[config.mk]
export PLATFORM = sky130hd
export DESIGN_NAME = seq_divider
export DESIGN_NICKNAME = d
export VERILOG_FILES = /design/src/rtl/seq_divider.sv
export SDC_FILE = /design/constraint.sdc
export NUM_CORES = 1
export LEC_CHECK = 0
export BUFFER_PORTS_ARGS = -buffer_cell sky130_fd_sc_hd__buf_2
export CAP_MARGIN = 20
export CORE_MARGIN = 10
export CORE_UTILIZATION = 40
export DETAILED_ROUTE_END_ITERATION = 10
export PLACE_DENSITY_LB_ADDON = 0.15
export SETUP_SLACK_MARGIN = 0.02
export SYNTH_ARGS = -nofsm -noshare
export SYNTH_HDL_FRONTEND = slang
export SYNTH_SLANG_ARGS = --single-unit
[constraint.sdc]
create_clock -name clk -period 7.1 [get_ports clk]
set_clock_uncertainty 0.05 [all_clocks]
set_input_delay 1.775 -clock clk [delete_from_list [all_inputs] [get_ports clk]]
set_output_delay 1.775 -clock clk [all_outputs]
set_load 0.03 [all_outputs]
[src/rtl/seq_divider.sv]
// rtl/seq_divider.sv - radix-2 restoring sequential divider, signed/unsigned, start/done handshake
module seq_divider #(
  parameter  int WIDTH = 32,
  localparam int CW    = $clog2(WIDTH + 1)
) (
  input  logic             clk,
  input  logic             rst,
  input  logic             in_en,
  input  logic [WIDTH-1:0] a,
  input  logic [WIDTH-1:0] b,
  input  logic             signed_mode,
  output logic             busy,
  output logic             out_en,
  output logic             error,
  output logic [WIDTH-1:0] q,
  output logic [WIDTH-1:0] r
);

  typedef enum logic [1:0] {IDLE, LOAD, CALC, DONE} state_t;

  state_t           state, state_nxt;
  logic [WIDTH-1:0] dvd;
  logic [WIDTH-1:0] bmag;
  logic [WIDTH-1:0] p;
  logic [CW-1:0]    cnt;
  logic             qsign, rsign, bz;

  logic [WIDTH:0]   p_shift;
  logic             ge;
  logic [WIDTH-1:0] p_sub, p_nxt, quot_nxt;
  logic             last_iter;

  // The dividend register doubles as the quotient register: quotient bits enter at the LSB.
  assign p_shift   = {p, dvd[WIDTH-1]};
  assign ge        = p_shift >= {1'b0, bmag};
  assign p_sub     = p_shift[WIDTH-1:0] - bmag;
  assign p_nxt     = ge ? p_sub : p_shift[WIDTH-1:0];
  assign quot_nxt  = {dvd[WIDTH-2:0], ge};
  assign last_iter = (cnt == CW'(WIDTH - 1));

  assign busy   = (state == LOAD) || (state == CALC);
  assign out_en = (state == DONE);

  always_ff @(posedge clk) begin
    if (rst) state <= IDLE;
    else     state <= state_nxt;
  end

  always_comb begin
    state_nxt = state;
    case (state)
      IDLE: if (in_en) state_nxt = LOAD;
      LOAD: state_nxt = bz ? DONE : CALC;
      CALC: if (last_iter) state_nxt = DONE;
      DONE: state_nxt = IDLE;
      default: state_nxt = IDLE;
    endcase
  end

  always_ff @(posedge clk) begin
    if (rst) begin
      dvd   <= '0;
      bmag  <= '0;
      p     <= '0;
      cnt   <= '0;
      qsign <= 1'b0;
      rsign <= 1'b0;
      bz    <= 1'b0;
      q     <= '0;
      r     <= '0;
      error <= 1'b0;
    end else begin
      case (state)
        IDLE: begin
          if (in_en) begin
            dvd   <= (signed_mode && a[WIDTH-1]) ? -a : a;
            bmag  <= (signed_mode && b[WIDTH-1]) ? -b : b;
            qsign <= (a[WIDTH-1] ^ b[WIDTH-1]) & signed_mode;
            rsign <= a[WIDTH-1] & signed_mode;
            bz    <= (b == '0);
            p     <= '0;
            cnt   <= '0;
          end
        end
        LOAD: begin
          // Re-applying the dividend sign to its magnitude restores the raw dividend.
          if (bz) begin
            q     <= '1;
            r     <= rsign ? -dvd : dvd;
            error <= 1'b1;
          end
        end
        CALC: begin
          p   <= p_nxt;
          dvd <= quot_nxt;
          cnt <= cnt + CW'(1);
          if (last_iter) begin
            q     <= qsign ? -quot_nxt : quot_nxt;
            r     <= rsign ? -p_nxt : p_nxt;
            error <= 1'b0;
          end
        end
        default: ;
      endcase
    end
  end

endmodule
### Word-level counts from Yosys, hierarchy flattened

Index checks and enable logic that the tools add are counted.

| cells by class | value |
|---|---|
| add/sub/neg operators | 7 |
| magnitude comparators | 1 |
| equality and inequality tests | 7 |
| multiplexer cells | 25 |
| bitwise gates (word level) | 3 |
| reduce and logical (&&, ||, !) cells | 11 |

Operator list:

| operator | number |
|---|---|
| two-way mux 32 bit | 12 |
| one-hot mux 32 bit (2 select lines) | 4 |
| negation 32 bit | 5 |
| >= comparator 33 x 32 -> 1 bit | 1 |
| logical NOT 32 bit | 1 |
| subtractor 32 bit | 1 |
| one-hot mux 6 bit (2 select lines) | 1 |
| one-hot mux 2 bit (4 select lines) | 1 |
| adder 6 x 1 -> 6 bit, second input constant | 1 |
| equality test 6 x 5 -> 1 bit, second input constant | 1 |
| two-way mux 6 bit | 1 |
| != test 2 bit, second input constant | 3 |
| AND reduction 2 bit | 3 |
| equality test 2 bit, second input constant | 2 |
| two-way mux 2 bit | 2 |
| nonzero test 2 bit | 2 |
| two-way mux 1 bit | 3 |
| AND reduction 3 bit | 1 |
| AND 1 bit | 2 |
| equality test 2 x 1 -> 1 bit, second input constant | 1 |
| logical AND 1 bit | 2 |
| logical NOT 2 bit | 1 |
| one-hot mux 1 bit (2 select lines) | 1 |
| logical OR 1 bit | 1 |
| XOR 1 bit | 1 |

| storage, ports and cells | value |
|---|---|
| flip-flop bits (word level) | 172 |
| input port bits | 68 |
| word-level logic and storage cells | 65 |

### Depth between registers and ports, before layout

| depth | value |
|---|---|
| depth after elaboration | 6 |
| mapped depth | 25 |
| gate-level depth less buffers | 20 |

### Worst setup path before layout

No wires, ideal clock.

| timing path | value |
|---|---|
| path type | flip-flop to flip-flop |
| from | reg bmag[10] |
| to | reg q[26] |
| setup time | 0.086 ns |
| arrival | 4.836 ns |
| data required time | 6.964 ns |
| setup slack | 2.129 ns |
| cell stages (with the launch flop) | 23 |
| cells stage by stage | dfxtp_1 -> inv_1 -> ha_1 -> buf_6 -> a21o_1 -> a31o_1 -> a21o_1 -> a21oi_4 -> o211a_4 -> nand2_2 -> inv_1 -> buf_2 -> buf_1 -> ha_1 -> nand2_1 -> or3_1 -> nand2b_1 -> or3_1 -> or3_1 -> or4_1 -> o31ai_1 -> xor2_1 -> a211oi_1 |

| between the ends | value |
|---|---|
| cells in the longest elaborated chain, start to end | 5 |

RTL lines:

| item | RTL line | source |
|---|---|---|
| start: declaration | 23 | `logic [WIDTH-1:0] bmag;` |
| start signal: assignment | 77 | `bmag <= (signed_mode && b[WIDTH-1]) ? -b : b;` |
| >= comparator 33 x 32 -> 1 bit | 35 | `assign ge = p_shift >= {1'b0, bmag};` |
| negation 32 bit | 98 | `q <= qsign ? -quot_nxt : quot_nxt;` |
| two-way mux 32 bit | 98 |  |
| two-way mux 32 bit | 97 | `if (last_iter) begin` |
| one-hot mux 32 bit (2 select lines) | 73 | `case (state)` |
| end signal: assignment | 98 |  |
| end: declaration | 15 | `output logic [WIDTH-1:0] q,` |

Every way passes these cells. The select of a mux whose other input is x is not followed.
A chain may end at the register's enable or synchronous reset.

### Worst setup path after layout

| timing path | value |
|---|---|
| from | reg bmag[17] |
| to | reg r[18] |

| between the ends | value |
|---|---|
| cells in the longest elaborated chain, start to end | 6 |
| elaborated cells on any way between the ends | 7 |
| those cells by class | 2 x add/sub; 1 x order compare; 4 x mux |

RTL lines:

| item | RTL line | source |
|---|---|---|
| subtractor 32 bit or >= comparator 33 x 32 -> 1 bit (tied branches) | 36, 35 |  |
| two-way mux 32 bit (*) | 37 | `assign p_nxt = ge ? p_sub : p_shift[WIDTH-1:0];` |
| negation 32 bit | 99 | `r <= rsign ? -p_nxt : p_nxt;` |
| two-way mux 32 bit (*) | 99 |  |
| two-way mux 32 bit (*) | 97 |  |
| one-hot mux 32 bit (2 select lines) (*) | 73 |  |
| end signal: assignment | 89 | `r <= rsign ? -dvd : dvd;` |
| end signal: assignment | 99 |  |
| end: declaration | 16 | `output logic [WIDTH-1:0] r` |

Every way passes the cells marked *; elsewhere a longest branch is shown, timed or not. The select of a mux whose other input is x is not followed.

==> flow_metrics.tcl <==
set metrics [dict create \
    outcome "finished, final reports clean" \
    layout.nets 1897 \
    die_w_um 197 \
    gp_congestion 0.936 \
    yosys_register_bits 172 \
    synth-main-ff-cell "dfxtp_1" \
    rsz0062_at_grt "no" \
    fin_util 0.453 \
    dieArea_sq_um 38800 \
    post_dp_cell_area_sq_um 13300 \
    rows 64 \
    fmax_ghz 0.170 \
    synth_edf_count 0 \
    arrival_ns 6.21 \
    cts_buffers 17 \
    slew_viol_final 0 \
    dp_hpwl_mm 33.8 \
    hold_violations 0 \
    path_clk_slew_ns 0.07 \
    setup-tns-final_ns 0 \
    setup_viol_count_final 0 \
    grt_max_degree 73 \
    grt_pass1_wl_mm 68.8 \
    post-route-period-util 0.828 \
    netlist_instances 1750 \
    grt_pass1_vias 11887 \
    yosys_warnings 0 \
    ir_drop_uv 318 \
    vias_per_cell 5.83 \
    wl_per_cell_um 20.0 \
    p_leak_nw 5.43 \
    start_kind "flip-flop" \
    place_inst 2162 \
    drive_above_1_share 0.118 \
    worst_slack_ns 1.22 \
    start_util 0.408 \
    power_density_nw_per_um2 360 \
    async_reset_ff_frac 0 \
    cpPeakStageDelay_ns 0.92 \
    maxCapViolCount 0 \
    synthesis.area_sq_um 12500 \
    wl_met3_mm 2.58 \
    wl_met2_mm 19.2 \
    port_buffers 134 \
    vias 12801 \
    syn_to_final_growth_pct 11.0 \
    grt_remaining_overflow 0 \
    antenna_found_initial 0 \
    fin_cells 2195 \
    netlist.area_leader.share 0.274 \
    hold_buffers 0 \
    initialDrtViolationCount 1151 \
    synth.net_count 1861 \
    cts_resized 0 \
    final_area_sq_um 13900 \
    die_h_um 197 \
    htreeDepth 4 \
    cts.sinks 172 \
    routedLengthMet1_mm 21.6 \
    critPathTopFamily "compound AO/OA/AOI/OAI gates" \
    coreArea_sq_um 30700 \
    cp.required_ns 7.43 \
    tightest_slew_ns 1.16 \
    drc_errors 0 \
    cts_tree "built" \
    cts_setup_buffers 0 \
    grt.total_usage 0.222 \
    detail-route-antenna-nets 0 \
    cp_max_fo 20 \
    path_buf_inv 2 \
    diodes 0 \
    routed.top_layer "met4" \
    path_cells "inv_1 > ha_1 > nand3_1 > nor3_1 > nand3_1 > o311a_1 > o211a_4 > nand2_2 > nor2_1 > a21oi_1 > inv_1 > ha_1 > nand3_1 > nor3_1 > a41oi_1 > nor3_1 > a31oi_1 > xnor2_1 > a2111oi_0 > a21o_1" \
    synthTopCellsByArea "dfxtp_1 27%, nor2_1 7.0%, nand2_1 6.9%, xor2_1 6.1%, a21oi_1 5.6%" \
    ys_seq_area_frac 0.274 \
    clock_path_buffers 2 \
    yosysTopAreaCell "dfxtp_1" \
    crit_path_end_kind "flip-flop" \
    maxSlewHeadroom 0.215 \
    wl_mm 44.0 \
    cts_root_buf "clkbuf_16" \
    hp-class "flip-flop to flip-flop" \
    avgSynthCellArea_sq_um 7.17 \
    crit_type "flip-flop to flip-flop" \
    clk_latency_ns 0.45 \
    layout_min_cycle_time_ns 5.88 \
    yosysUniqueCellTypes 81 \
    crit_path_top_delay_cell "a2111oi_0" \
    ios 135 \
    place_ws_ns 1.44 \
    first_pass_iters 5 \
]
[tightest hold or removal path, cell delays in order (launching register included)]
cell	delay, ns
dfxtp_1	0.31
nand2_1	0.05
a21oi_1	0.05
[through the flow]
| stage | power [mW] | hold WS [ns] |
|---|---|---|
| after detailed placement | 4.04 | 0.392 |
| after floorplan | 3.29 | 0.382 |
| final | 5.02 | 0.403 |
| after global routing | 5.38 | 0.419 |
| after CTS | 5.01 | 0.407 |
| after global placement | 4.02 | 0.384 |
[sequential cells by signal (all words and copies together) (netlist names), 2 cells and up]
| register | cells |
|---|---|
| p | 32 |
| r | 32 |
| bmag | 32 |
| state | 2 |
| q | 32 |
| dvd | 32 |
| cnt | 6 |
[Yosys cell counts (14+ instances only)]
| cell type | instances |
|---|---|
| nor3_1 | 56 |
| nor2_1 | 233 |
| clkbuf_1 | 98 |
| o21ai_0 | 111 |
| a211oi_1 | 70 |
| or3_1 | 26 |
| mux2i_1 | 20 |
| and2_1 | 14 |
| ha_1 | 42 |
| xnor2_1 | 50 |
| buf_1 | 14 |
| dfxtp_1 | 172 |
| or4_1 | 17 |
| inv_1 | 54 |
| nand3_1 | 35 |
| a21o_1 | 14 |
| a21oi_1 | 141 |
| buf_2 | 15 |
| a31oi_1 | 18 |
| xor2_1 | 88 |
| a22oi_1 | 30 |
| nand2_1 | 230 |
| o31ai_1 | 25 |
[report_power, final]
group / total, mW / internal (mW) / switching [mW]
registers: 1.44 / 1.18 / 0.257
clock network: 0.963 / 0.499 / 0.464
logic: 2.62 / 0.839 / 1.78
[cells in the final DEF (no fill, tap or decap), types with 6 or more instances in the layout]
cell type and count:
dfxtp_1 172, buf_4 13, inv_1 54, nor4_1 9, nor3_1 56, o41ai_1 10
and3_1 6, a311oi_1 11, nor2b_1 7, buf_2 133, o31ai_1 25, nand2_1 230
nand3_1 35, a31oi_1 18, nor2_1 232, mux2i_1 20, or2_2 9, or3_1 26
o21ai_0 111, a21oi_1 140, a2111oi_0 10, a211oi_1 70, clkbuf_16 17, nand2b_1 6
and2_1 12, xnor2_1 50, ha_1 41, nand4_1 13, xor2_1 88, or4_1 17
a21o_1 14, o211ai_1 8, a22oi_1 30
[logic make-up (layout without fill, tap and decap cells)]
group / Yosys count / after routing / share of synthesized area
flip-flops: 172 / 172 / 0.274
AO/OA/AOI/OAI: 506 / 506 / 0.261
adder cells (fa/ha/maj): 43 / 43 / 0.0435
multiplexers: 27 / 27 / 0.0243
XOR/XNOR: 138 / 138 / 0.0963
AND/OR/NAND/NOR: 679 / 679 / 0.242
buffers and inverters: 185 / 234 / 0.0581
[path summary, 6_finish.rpt]
| path | end | depth (start not counted) | start | slack (ns) |
|---|---|---|---|---|
| worst min-delay path | r[17] | 2 | r[17] | 0.40 |
| worst max-delay path | r[18] | 20 | bmag[17] | 1.22 |
| worst min register to register | r[17] | 2 | r[17] | 0.40 |
| worst max register to register | r[18] | 20 | bmag[17] | 1.22 |
[final cells by class]
cell class,count,area (sq um)
Tap cell,396,495
Multi-Input combinational cell,1393,8400
Clock inverter,14,158
Timing Repair Buffer,147,791
Inverter,55,206
Sequential cell,172,3440
Clock buffer,18,429
Fill cell,3279,16800
[metal layers]
metal / vias to the layer above / track usage
li1: 6293 / -
met1: 6096 / 0.325
met2: 373 / 0.334
met3: 39 / 0.0284
met4: 0 / 0.0570
met5: - / 0
Power figures use the tool's default switching activity.
